--- src/rtl/max_downscale_block.sv ---
// Softmax front stage: buffers one vector of FP32 logits, tracks its maximum, then streams x_i - max.
// Optional macro DOWNSCALE_MAX_OUT_EN adds downscale_max_o / downscale_max_valid_o.
module max_downscale_block #(
    parameter int NUM_ELEM   = 10,
    parameter int ADDR_WIDTH = 4
) (
    input  logic        clock_i,
    input  logic        reset_n_i,
    input  logic [31:0] downscale_data_i,
    input  logic        downscale_data_valid_i,
    output logic        downscale_ready_o,
    output logic [31:0] downscale_data_o,
    output logic        downscale_data_valid_o,
`ifdef DOWNSCALE_MAX_OUT_EN
    output logic [31:0] downscale_max_o,
    output logic        downscale_max_valid_o,
`endif
    output logic        downscale_done_o
);

    typedef enum logic {COLLECT, DRAIN} state_t;

    localparam logic [31:0]           NEG_INF  = 32'hFF800000;
    localparam logic [ADDR_WIDTH-1:0] LAST_IDX = ADDR_WIDTH'(NUM_ELEM - 1);

    state_t                r_state;
    state_t                w_nextState;
    logic [31:0]           r_buf [NUM_ELEM];
    logic [ADDR_WIDTH-1:0] r_wrCnt;
    logic [ADDR_WIDTH-1:0] r_rdCnt;
    logic [31:0]           r_max;
    logic [31:0]           r_dataOut;
    logic                  r_validOut;
    logic                  r_doneOut;

    logic                  w_ready;
    logic                  w_accept;
    logic                  w_lastWrite;
    logic                  w_lastRead;
    logic                  w_inGreater;
    logic [31:0]           w_maxNext;

    logic [31:0]           w_xIn;
    logic [31:0]           w_xf;
    logic [31:0]           w_yf;
    logic [31:0]           w_big;
    logic [31:0]           w_small;
    logic [26:0]           w_mantBig;
    logic [26:0]           w_mantSmall;
    logic [26:0]           w_stickyMask;
    logic [26:0]           w_aligned;
    logic [7:0]            w_expDiff;
    logic [27:0]           w_sum;
    logic [26:0]           w_norm;
    logic [9:0]            w_exp;
    logic [4:0]            w_msb;
    logic [4:0]            w_lshift;
    logic                  w_roundUp;
    logic [23:0]           w_fracRnd;
    logic [31:0]           w_diff;

    assign w_accept    = (r_state == COLLECT) && downscale_data_valid_i;
    assign w_lastWrite = w_accept && (r_wrCnt == LAST_IDX);
    assign w_lastRead  = (r_state == DRAIN) && (r_rdCnt == LAST_IDX);

    always_ff @(posedge clock_i or negedge reset_n_i) begin
        if (!reset_n_i) begin
            r_state <= COLLECT;
        end else begin
            r_state <= w_nextState;
        end
    end

    always_comb begin
        w_nextState = r_state;
        w_ready     = 1'b0;
        case (r_state)
            COLLECT: begin
                w_ready = 1'b1;
                if (w_lastWrite) begin
                    w_nextState = DRAIN;
                end
            end
            DRAIN: begin
                if (w_lastRead) begin
                    w_nextState = COLLECT;
                end
            end
            default: w_nextState = COLLECT;
        endcase
    end

    // Sign-magnitude compare; +0 and -0 are equal and ties keep the stored max.
    always_comb begin
        w_inGreater = 1'b0;
        if ((downscale_data_i[30:0] == 31'd0) && (r_max[30:0] == 31'd0)) begin
            w_inGreater = 1'b0;
        end else if (downscale_data_i[31] != r_max[31]) begin
            w_inGreater = ~downscale_data_i[31];
        end else if (!downscale_data_i[31]) begin
            w_inGreater = downscale_data_i[30:0] > r_max[30:0];
        end else begin
            w_inGreater = downscale_data_i[30:0] < r_max[30:0];
        end
    end

    assign w_maxNext = w_inGreater ? downscale_data_i : r_max;

    always_ff @(posedge clock_i) begin
        if (w_accept) begin
            r_buf[r_wrCnt] <= downscale_data_i;
        end
    end

    always_ff @(posedge clock_i or negedge reset_n_i) begin
        if (!reset_n_i) begin
            r_wrCnt <= '0;
            r_rdCnt <= '0;
            r_max   <= NEG_INF;
        end else begin
            if (w_accept) begin
                r_max   <= w_maxNext;
                r_wrCnt <= (r_wrCnt == LAST_IDX) ? '0 : r_wrCnt + 1'b1;
            end
            if (r_state == DRAIN) begin
                if (w_lastRead) begin
                    r_rdCnt <= '0;
                    r_max   <= NEG_INF;
                end else begin
                    r_rdCnt <= r_rdCnt + 1'b1;
                end
            end
        end
    end

    // x - max is computed as x + (-max); denormal operands are flushed to zero first.
    assign w_xIn = r_buf[r_rdCnt];
    assign w_xf  = (w_xIn[30:23] == 8'd0) ? {w_xIn[31], 31'd0} : w_xIn;
    assign w_yf  = (r_max[30:23] == 8'd0) ? {~r_max[31], 31'd0} : {~r_max[31], r_max[30:0]};

    always_comb begin
        w_big   = w_xf;
        w_small = w_yf;
        if (w_yf[30:0] > w_xf[30:0]) begin
            w_big   = w_yf;
            w_small = w_xf;
        end
    end

    always_comb begin
        w_mantBig    = {1'b1, w_big[22:0], 3'b000};
        w_mantSmall  = {1'b1, w_small[22:0], 3'b000};
        w_expDiff    = w_big[30:23] - w_small[30:23];
        w_stickyMask = '0;
        w_aligned    = 27'd1;
        if (w_expDiff < 8'd27) begin
            w_stickyMask = (27'd1 << w_expDiff) - 27'd1;
            w_aligned    = (w_mantSmall >> w_expDiff) | {26'd0, |(w_mantSmall & w_stickyMask)};
        end
        w_exp    = {2'b00, w_big[30:23]};
        w_msb    = '0;
        w_lshift = '0;
        if (w_big[31] == w_small[31]) begin
            w_sum = {1'b0, w_mantBig} + {1'b0, w_aligned};
            if (w_sum[27]) begin
                w_norm = {w_sum[27:2], w_sum[1] | w_sum[0]};
                w_exp  = w_exp + 10'd1;
            end else begin
                w_norm = w_sum[26:0];
            end
        end else begin
            w_sum = {1'b0, w_mantBig} - {1'b0, w_aligned};
            for (int i = 0; i < 27; i++) begin
                if (w_sum[i]) begin
                    w_msb = i[4:0];
                end
            end
            w_lshift = 5'd26 - w_msb;
            w_norm   = w_sum[26:0] << w_lshift;
            w_exp    = w_exp - {5'd0, w_lshift};
        end
        // Round to nearest even on guard/round/sticky; a fraction carry bumps the exponent.
        w_roundUp = w_norm[2] & (w_norm[3] | w_norm[1] | w_norm[0]);
        w_fracRnd = {1'b0, w_norm[25:3]} + {23'd0, w_roundUp};
        if (w_fracRnd[23]) begin
            w_exp = w_exp + 10'd1;
        end
        w_diff = {w_big[31], w_exp[7:0], w_fracRnd[22:0]};
        if (w_big[30:23] == 8'd0) begin
            w_diff = 32'h0000_0000;
        end else if (w_small[30:23] == 8'd0) begin
            w_diff = w_big;
        end else if (!w_norm[26] || w_exp[9] || (w_exp == 10'd0)) begin
            w_diff = 32'h0000_0000;
        end else if (w_exp >= 10'd255) begin
            w_diff = {w_big[31], 8'hFF, 23'd0};
        end
    end

    always_ff @(posedge clock_i or negedge reset_n_i) begin
        if (!reset_n_i) begin
            r_dataOut  <= '0;
            r_validOut <= 1'b0;
            r_doneOut  <= 1'b0;
        end else begin
            r_validOut <= (r_state == DRAIN);
            r_doneOut  <= w_lastRead;
            if (r_state == DRAIN) begin
                r_dataOut <= w_diff;
            end
        end
    end

    assign downscale_ready_o      = w_ready;
    assign downscale_data_o       = r_dataOut;
    assign downscale_data_valid_o = r_validOut;
    assign downscale_done_o       = r_doneOut;

`ifdef DOWNSCALE_MAX_OUT_EN
    logic [31:0] r_maxOut;
    logic        r_maxValid;

    // The final max (including the last sample) is captured as the vector completes.
    always_ff @(posedge clock_i or negedge reset_n_i) begin
        if (!reset_n_i) begin
            r_maxOut   <= '0;
            r_maxValid <= 1'b0;
        end else begin
            r_maxValid <= w_lastWrite;
            if (w_lastWrite) begin
                r_maxOut <= w_maxNext;
            end
        end
    end

    assign downscale_max_o       = r_maxOut;
    assign downscale_max_valid_o = r_maxValid;
`endif

endmodule

--- config.mk ---
export PLATFORM = sky130hd
export DESIGN_NAME = max_downscale_block
export DESIGN_NICKNAME = d
export VERILOG_FILES = /design/src/rtl/max_downscale_block.sv
export SDC_FILE = /design/constraint.sdc
export NUM_CORES = 1
export LEC_CHECK = 0
export ABC_AREA = 1
export CORE_ASPECT_RATIO = 0.5
export CORE_MARGIN = 3
export CORE_UTILIZATION = 50
export CTS_CLUSTER_SIZE = 10
export DETAILED_ROUTE_END_ITERATION = 10
export PLACE_DENSITY = 0.68
export SLEW_MARGIN = 20
export SYNTH_ARGS = -nofsm -noshare
export SYNTH_HDL_FRONTEND = slang
export SYNTH_SLANG_ARGS = --single-unit
--- constraint.sdc ---
create_clock -name clock_i -period 22.4 [get_ports clock_i]
set_clock_uncertainty 0.05 [all_clocks]
set_input_delay 4.48 -clock clock_i [delete_from_list [all_inputs] [get_ports clock_i]]
set_output_delay 4.48 -clock clock_i [all_outputs]
set_load 0.1 [all_outputs]
---- Yosys cells after proc, flatten, opt, wreduce, memory -nomap -nowiden ----
Memories as Yosys holds them, arrays and structs flattened.
Index checks and enable logic that the tools add are counted.
storage, ports and cells
  register bits ........................... 75
  memories kept ........................... 1
  bits of input ports ..................... 35
  RAM bits ................................ 320
memory list
  memory  words  width  rd ports  clocked after memory_dff  write ports  RTL line  text
  r_buf   10     32     1         0                         1            28        logic [31:0] r_buf [NUM_ELEM];
cells by class
  shift operators ......................... 3
  add/subtract/negate cells ............... 11
  multiplexer cells ....................... 56
  order comparisons ....................... 5
  reduce and logical (&&, ||, !) cells .... 15
  equal/unequal tests ..................... 4
  bitwise gates (word level) .............. 9
operator list
  kind                   number
  $mux 32                9
  $mux 5                 26
  $mux 31                3
  $mux 27                3
  $gt 31x31->1           2
  $logic_not 31->1       2
  $logic_not 8->1        4
  $lt 31x31->1           1
  $add 27x27->28         1
  $and 27x27->27         1
  $or 27x1->27           1
  $reduce_or 27->1       1
  $shl 1x8->27 const A   1
  $shl 27x5->27          1
  $shr 27x8->27          1
  $sub 27x1->27 const B  1
  $sub 27x27->27         1
  $add 23x1->24          1
  $mux 10                2
  $add 10x1->10 const B  1
  $ge 10x8->1 const B    1
  $logic_not 10->1       1
  $add 8x1->9 const B    1
  $mux 1                 9
  other kinds (17)       28

---- Logic depth before layout (Yosys ltp) ----
Gate-level depths: netlist of the first run.
An unclocked memory read counts as a cell.
  word-level depth ........................ 53
  depth in mapped cells ................... 105
  gate-level depth less buffers ........... 96

---- Least setup slack after synthesis of the first run ----
No wires, ideal clock.
  kind .................................... register -> register
  start ................................... register r_rdCnt[1]
  end ..................................... register r_dataOut[18], in the netlist downscale_data_o[18]
  stages on the path, launching flop included .. 78
  path buffers ............................ 12
  data required time ...................... 22282 ps
  arrival time ............................ 10845 ps
  library setup time ...................... 68 ps
  setup slack ............................. 11438 ps
  cells stage by stage .................... dfrtp_1 -> clkbuf_1 -> inv_2 -> clkbuf_1 -> buf_2 -> buf_1 -> a21oi_1 -> a221oi_1 -> o21ai_0 -> nor2_1 -> inv_1 -> ha_1 -> nand2_1 -> inv_1 -> nand3_1 -> nor3_1 -> nand4_4 -> nand2_4 -> [... 42 more ...] -> a21oi_1 -> o41ai_1 -> a221oi_1 -> ha_1 -> ha_1 -> nand2_1 -> nor2_1 -> nand2_1 -> nor2_1 -> nand2_1 -> nor3_2 -> nand2_1 -> nor2_1 -> xnor2_1 -> nand2_1 -> o21ai_1 -> nand2_1 -> nand2_1
on the way
  cells in the longest elaborated chain, start to end .. 53
  elaborated cells between the ends (all ways) .. 71
  those cells by class .................... 9 x add/sub; 3 x order compare; 1 x eq/ne; 3 x shift; 40 x mux; 6 x bitwise; 8 x reduce/logical; 1 x memory
RTL lines
  element                                             RTL line  text
  start: declaration                                  30        logic [ADDR_WIDTH-1:0] r_rdCnt;
  start signal: assignment                            130       r_rdCnt <= r_rdCnt + 1'b1;
  $mem_v2 10x32 *                                     -
  $logic_not 8->1                                     138       assign w_xf = (w_xIn[30:23] == 8'd0) ? {w_xIn[31], 31'd0} : w_xIn;
  $mux 31                                             138
  $gt 31x31->1                                        144       if (w_yf[30:0] > w_xf[30:0]) begin
  $mux 32                                             144
  $sub 8x8->8                                         153       w_expDiff = w_big[30:23] - w_small[30:23];
  $shl 1x8->27                                        157       w_stickyMask = (27'd1 << w_expDiff) - 27'd1;
  $sub 27x1->27                                       157
  [... 37 more ...]                                   -
  $and 1x1->1                                         183       w_roundUp = w_norm[2] & (w_norm[3] | w_norm[1] | w_norm[0]);
  $add 23x1->24                                       184       w_fracRnd = {1'b0, w_norm[25:3]} + {23'd0, w_roundUp};
  $mux 10                                             185       if (w_fracRnd[23]) begin
  $ge 10x8->1, or another cell as far along           195       end else if (w_exp >= 10'd255) begin
  $mux 31 / $logic_or 1x1->1 (equally long branches)  195, 193
  $mux 32                                             193       end else if (!w_norm[26] || w_exp[9] || (w_exp == 10'd0)) begin
  $mux 32                                             191       end else if (w_small[30:23] == 8'd0) begin
  $mux 32 *                                           189       if (w_big[30:23] == 8'd0) begin
  end signal: assignment                              209       r_dataOut <= w_diff;
  end: declaration                                    32        logic [31:0] r_dataOut;
Every way passes the cells marked *; elsewhere a longest branch is shown, timed or not. The select of a mux whose other input is x is not followed.
A chain may end at the register's enable or synchronous reset.

---- Worst setup path in the final report of the first run ----
  start ................................... register r_rdCnt[0]
  end ..................................... register r_dataOut[25], in the netlist downscale_data_o[25]
The elaborated chain is that of the path after synthesis.

==> results of run 1 <==
==> flip-flops by register name (all words and copies together) (netlist names) <==
register / flops
r_buf: 320
r_state: 1
r_rdCnt: 4
r_wrCnt: 4
downscale_data_o: 32
r_max: 32
downscale_data_valid_o: 1
downscale_done_o: 1
==> final cells by class <==
type,instances,area (um^2)
Clock buffer,79,1270
Multi-Input combinational cell,2538,13700
Fill cell,4862,23000
Inverter,284,1070
Antenna cell,1,2.50
Clock inverter,3,68.8
Tap cell,701,877
Timing Repair Buffer,129,1140
Sequential cell,395,11500
==> per-stage QoR <==
step | instances | cell area (um^2)
finish | 4130 | 29600
global route | 4130 | 29600
CTS | 4129 | 29600
detailed placement | 4047 | 28300
global placement | 4047 | 28300
floorplan | 3392 | 27000
==> synth_stat cells, types with 9 or more instances <==
master and n:
buf_4 11, dfstp_2 9, nand2_2 28, xor2_1 57
ha_1 124, clkbuf_1 92, o211ai_1 37, dfrtp_1 66
nor4_1 18, nand3_2 13, o21bai_1 12, edfxtp_1 320
a32o_1 23, o22ai_1 14, o21ai_1 59, nor2_1 306
xnor2_1 11, a221oi_1 28, inv_2 33, nor2_2 19
a21oi_1 196, nand4_1 47, o21ai_0 182, inv_1 247
nand3_1 313, nor3_1 30, buf_2 43, nand2_1 882
buf_1 20
==> kinds of logic after synthesis <==
logic type | synth area share, %
buffers and inverters | 7.00
flip-flops | 42.6
adder cells (fa/ha/maj) | 5.89
AND/OR/NAND/NOR | 27.8
XOR/XNOR | 2.61
AO/OA/AOI/OAI | 14.1
==> critical path: cells and delay by family, from the launching register on <==
| kind | cells | cell delay (ns) |
|---|---|---|
| adder cells (fa/ha/maj) | 5 | 1.71 |
| AO/OA/AOI/OAI | 15 | 2.66 |
| buffers and inverters | 13 | 2.84 |
| flip-flops | 1 | 0.67 |
| AND/OR/NAND/NOR | 50 | 7.27 |
| XOR/XNOR | 2 | 0.50 |
==> routing by layer <==
layer	routed length (um)	track usage (%)	vias to the layer above	part of all wire (%)
li1	-	-	11600	-
met1	38400	43.2	11700	44
met2	38300	46.6	1151	44
met3	8360	5.33	169	9.5
met4	2600	8.59	4	3.0
met5	12	0	-	0.014
==> worst paths after layout <==
| check | from | endpoint | slack (ns) | cells after the start |
|---|---|---|---|---|
| worst max-delay path | r_rdCnt[0]$_DFFE_PN0P_ | downscale_data_o[25]$_DFFE_PN0P_ | 6.44 | 85 |
| worst min-delay path | downscale_data_o[1]$_DFFE_PN0P_ | downscale_data_o[1]$_DFFE_PN0P_ | 0.43 | 2 |
| worst max register to register | r_rdCnt[0]$_DFFE_PN0P_ | downscale_data_o[25]$_DFFE_PN0P_ | 6.44 | 85 |
| worst min register to register | downscale_data_o[1]$_DFFE_PN0P_ | downscale_data_o[1]$_DFFE_PN0P_ | 0.43 | 2 |
| max in group asynchronous | reset_n_i | r_rdCnt[0]$_DFFE_PN0P_ | 17.33 | 2 |
| min in group asynchronous | reset_n_i | r_max[2]$_DFF_PN0_ | 3.74 | 1 |
==> results by group, run 1 <==
Worst setup path
  • CP max FO: 74
  • CP most frequent cell: nand2_1
  • CP Launch Type: flip-flop
  • Worst EP required: 22.80 ns
  • Critical path class: flip-flop to flip-flop
  • Max incr delay on CP: 0.74 ns
  • Critical path's slowest cell: buf_4
  • CP endpoint kind: flip-flop
  • Critical Path AT: 16.36 ns

STA
  • RSZ-0062 raised after global routing: no
  • Slew Viols, Final: 0
  • Hold Slack: 0.430 ns
  • Final Hold Fails: 0
  • Post-route worst setup slack: 6.44 ns
  • Max Fclk: 62.7 MHz
  • Post-layout minimum cycle time: 15.96 ns
  • TNS Setup: 0 ns
  • Number of setup violations in the final report: 0
  • Worst-Margin Slew: 1.01 ns
  • Slew headroom: 32.3%
  • Period utilization: 71.2%

Floorplan
  • Core Region: 52600 um^2
  • Rows: 59
  • DIE HEIGHT: 170 um
  • DIE AREA: 57000 um^2
  • Initial core utilization: 51.3%
  • # IOs: 70
  • Overall die width: 335 um

Clock network
  • CTS Buf Count: 45
  • Setup bufs post-CTS: 0
  • Clock tree from TritonCTS: built
  • Htree depth: 2
  • Max clock buf depth: 3
  • Worst skew pair latency: 0.57 ns
  • Post-CTS sizing: 0
  • Worst-path clk slew: 0.06 ns
  • Clk root buf: clkbuf_16
  • Sink Count: 395
  • Hold buffers post-CTS: 0

Route
  • TritonRoute pass-1 iters: 7
  • Antenna violation net count after detailed routing: 0
  • Post-route DRC: 0
  • First-iteration detailed-routing DRC count: 3095
  • Via density: 5.98
  • Total wire length: 87700 um
  • Vias: 24700
  • Avg WL per Cell: 21.2 um

Global routing
  • Number of global-route vias before repair: 22600
  • Initial antenna violation count: 3
  • Grt ovf: 0
  • Total GRT Usage: 30.0%
  • First-pass GRT wire length: 134000 um
  • Pin count of the biggest net entering global routing: 88

Synth
  • Syn Inst Count: 3392
  • Post-Syn Area: 27000 um^2
  • Post-synth EDFFs: 320
  • Synth Warn #: 0
  • FF+latch count, synth: 395
  • Cell variety after synth: 77
  • Synth Flop Type: edfxtp_1
  • Synth top area cells: edfxtp_1 36%, nand2_1 12%, dfrtp_1 6.1%
  • Area leader, netlist: edfxtp_1
  • Syn Area/Cell: 7.96 um^2
  • Synth top area share: 35.6%
  • Post-synthesis sequential area ratio: 42.6%
  • Synth Net Count: 3553
  • Async S/R FF share, synth: 19.0%

Placed design
  • Placer Congestion: 1.00
  • Place WS: 6.71 ns
  • Port Buffer Count: 69
  • HPWL Detailed: 62500 um

Final layout
  • Utilization after layout: 56.3%
  • Layout cell share with drive strength beyond 1: 8.31%
  • Net count reported at finish: 3554
  • Most common cell after layout, fill and taps aside: nand2_1
  • Commonest cells after routing, fill and taps aside: 882 x nand2_1, 320 x edfxtp_1, 313 x nand3_1
  • Area growth, synth to finish: 9.70%

Hold path
  • Worst hold path class: flip-flop to flip-flop

Status
  • Run status: finished, final reports clean

Job
  • Max_cap viols: 0
Power of run 1 is left out: the tool's default activity adds up to more than one toggle a clock period on the data nets, which glitch-free logic cannot reach.
==> run 2, diff against run 1 <==
Settings changed: PLACE_DENSITY 0.68 to 0.7.
Clock period 22.4 ns to 13.1 ns, I/O delays scaled along.
==> run 2 against run 1 <==
Net effect:
- core utilization grew 1.2 points
- clock-buffer cell count shrank 7
- first-iteration DRC count down 10%
- highest routed layer unchanged
==> results by group, run 2 (same netlist as run 1, synthesis figures left out) <==
Worst setup path
  • CP Launch Type: flip-flop
  • Critical path class: flip-flop to flip-flop
  • CP most frequent cell: nand2_1
  • Kind of cell adding the most delay to the critical path: simple AND/OR/NAND/NOR gates
  • CP max FO: 93
  • Critical Path AT: 12.71 ns
  • Max incr delay on CP: 0.62 ns
  • Critical path's slowest cell: o21ai_0
  • Worst EP required: 13.47 ns
  • Worst Path Buf+Inv: 10
  • CP endpoint kind: flip-flop

Global routing
  • Total GRT Usage: 30.1%
  • Initial antenna violation count: 2
  • Grt ovf: 0
  • Pin count of the biggest net entering global routing: 94
  • Number of global-route vias before repair: 22700
  • First-pass GRT wire length: 134000 um

Floorplan
  • Rows: 59
  • DIE AREA: 57000 um^2
  • # IOs: 70
  • Core Region: 52600 um^2
  • Overall die width: 335 um
  • DIE HEIGHT: 170 um
  • Initial core utilization: 51.3%

Clock network
  • Sink Count: 395
  • CTS Buf Count: 46
  • Clock tree from TritonCTS: built
  • Worst skew pair latency: 0.58 ns
  • Htree depth: 2
  • Worst-path clk slew: 0.05 ns
  • Clk root buf: clkbuf_16
  • Max clock buf depth: 3

Placed design
  • Place WS: 0.222 ns
  • Placer Congestion: 1.01
  • Cells after DPL: 4069
  • HPWL Detailed: 62800 um
  • Port Buffer Count: 69

STA
  • Post-layout minimum cycle time: 12.34 ns
  • Number of setup violations in the final report: 0
  • Period utilization: 94.2%
  • Max Fclk: 81.1 MHz
  • Worst-Margin Slew: 1.36 ns
  • Slew Viols, Final: 0
  • Final Hold Fails: 0
  • Hold Slack: 0.429 ns
  • Slew headroom: 8.17%
  • Post-route worst setup slack: 0.764 ns

Route
  • Vias: 24800
  • Via density: 5.97
  • Post-route DRC: 0
  • First-iteration detailed-routing DRC count: 2771
  • TritonRoute pass-1 iters: 5
  • Avg WL per Cell: 21.1 um
  • Total wire length: 88000 um
  • Antenna violation net count after detailed routing: 0

Final layout
  • Final cell count without fillers: 4162
  • Utilization after layout: 57.4%
  • Fillers: 4831
  • Commonest cells after routing, fill and taps aside: 879 x nand2_1, 320 x edfxtp_1, 313 x nand3_1
  • Layout cell share with drive strength beyond 1: 10.3%
  • Biggest register: r_buf
  • Net count reported at finish: 3593
  • Max reg flops: 320
  • Area growth, synth to finish: 11.9%
  • Most common cell after layout, fill and taps aside: nand2_1

Status
  • Run status: finished, final reports clean

Job
  • Max_cap viols: 0

Hold path
  • Worst hold path class: flip-flop to flip-flop
==> run 2: cell types whose count changed in the layout (fill, tap and decap cells not counted), moves of 5 or more <==
cell,change
nor2_4,+8
buf_4,+28
nor2_1,-11
buf_12,+5
o21ai_1,+5
clkbuf_1,-7
o21ai_0,-6
==> run 2: area by class of cell <==
| type | count | area, um^2 | area share, % |
|---|---|---|---|
| Sequential cell | 395 | 11500 | 38.1 |
| Clock inverter | 4 | 63.8 | 0.211 |
| Antenna cell | 1 | 2.50 | 0.00828 |
| Timing Repair Buffer | 166 | 1510 | 5.00 |
| Tap cell | 701 | 877 | 2.90 |
| Multi-Input combinational cell | 2539 | 13900 | 46.1 |
| Inverter | 284 | 1080 | 3.57 |
| Clock buffer | 72 | 1270 | 4.20 |
==> run 2: timing repair <==
action / 4_1_cts / 5_1_grt
endpoints found under the setup margin: 0 / 32
hold buffers: 0 / 0
setup buffers: 0 / 15
hold endpoints to repair: 0 / 0
resized for setup: 0 / 61
==> run 2: path summary, 6_finish.rpt <==
path                       depth (start not counted)                             start                          endpoint  slack [ns]
min in group asynchronous                          1                         reset_n_i   downscale_data_o[4]$_DFFE_PN0P_        1.83
max in group asynchronous                          2                         reset_n_i            r_rdCnt[0]$_DFFE_PN0P_        9.89
setup reg to reg                                  81            r_rdCnt[0]$_DFFE_PN0P_  downscale_data_o[24]$_DFFE_PN0P_        0.76
hold / removal                                     2  downscale_data_o[14]$_DFFE_PN0P_  downscale_data_o[14]$_DFFE_PN0P_        0.43
hold reg to reg                                    2  downscale_data_o[14]$_DFFE_PN0P_  downscale_data_o[14]$_DFFE_PN0P_        0.43
setup / recovery                                  81            r_rdCnt[0]$_DFFE_PN0P_  downscale_data_o[24]$_DFFE_PN0P_        0.76
==> run 2: stage by stage <==
step / TNS, ns / cell area, um^2
after global placement: 0 / 28500
final: 0 / 30200
after CTS: 0 / 29800
after global routing: -3.55 / 30200
after floorplan: 0 / 27000
after detailed placement: 0 / 28500
==> run 2: per-layer routing <==
| layer | GRT usage [%] | up-vias | wire length (um) |
|---|---|---|---|
| li1 | - | 11700 | - |
| met1 | 43.9 | 11800 | 38200 |
| met2 | 46.3 | 1179 | 38600 |
| met3 | 4.47 | 164 | 8280 |
| met4 | 9.79 | 2 | 2900 |
| met5 | 0 | - | 13 |
==> run 2: worst register-to-register path, delay by kind of cell (launching register included) <==
family | cells | cell delay (ns)
buf+inv | 10 | 1.88
flops | 1 | 0.53
simple gates | 56 | 5.74
fa+ha+maj | 4 | 1.11
compound gates | 8 | 2.06
xor+xnor | 3 | 0.87
Power of run 2 is left out for the same reason.
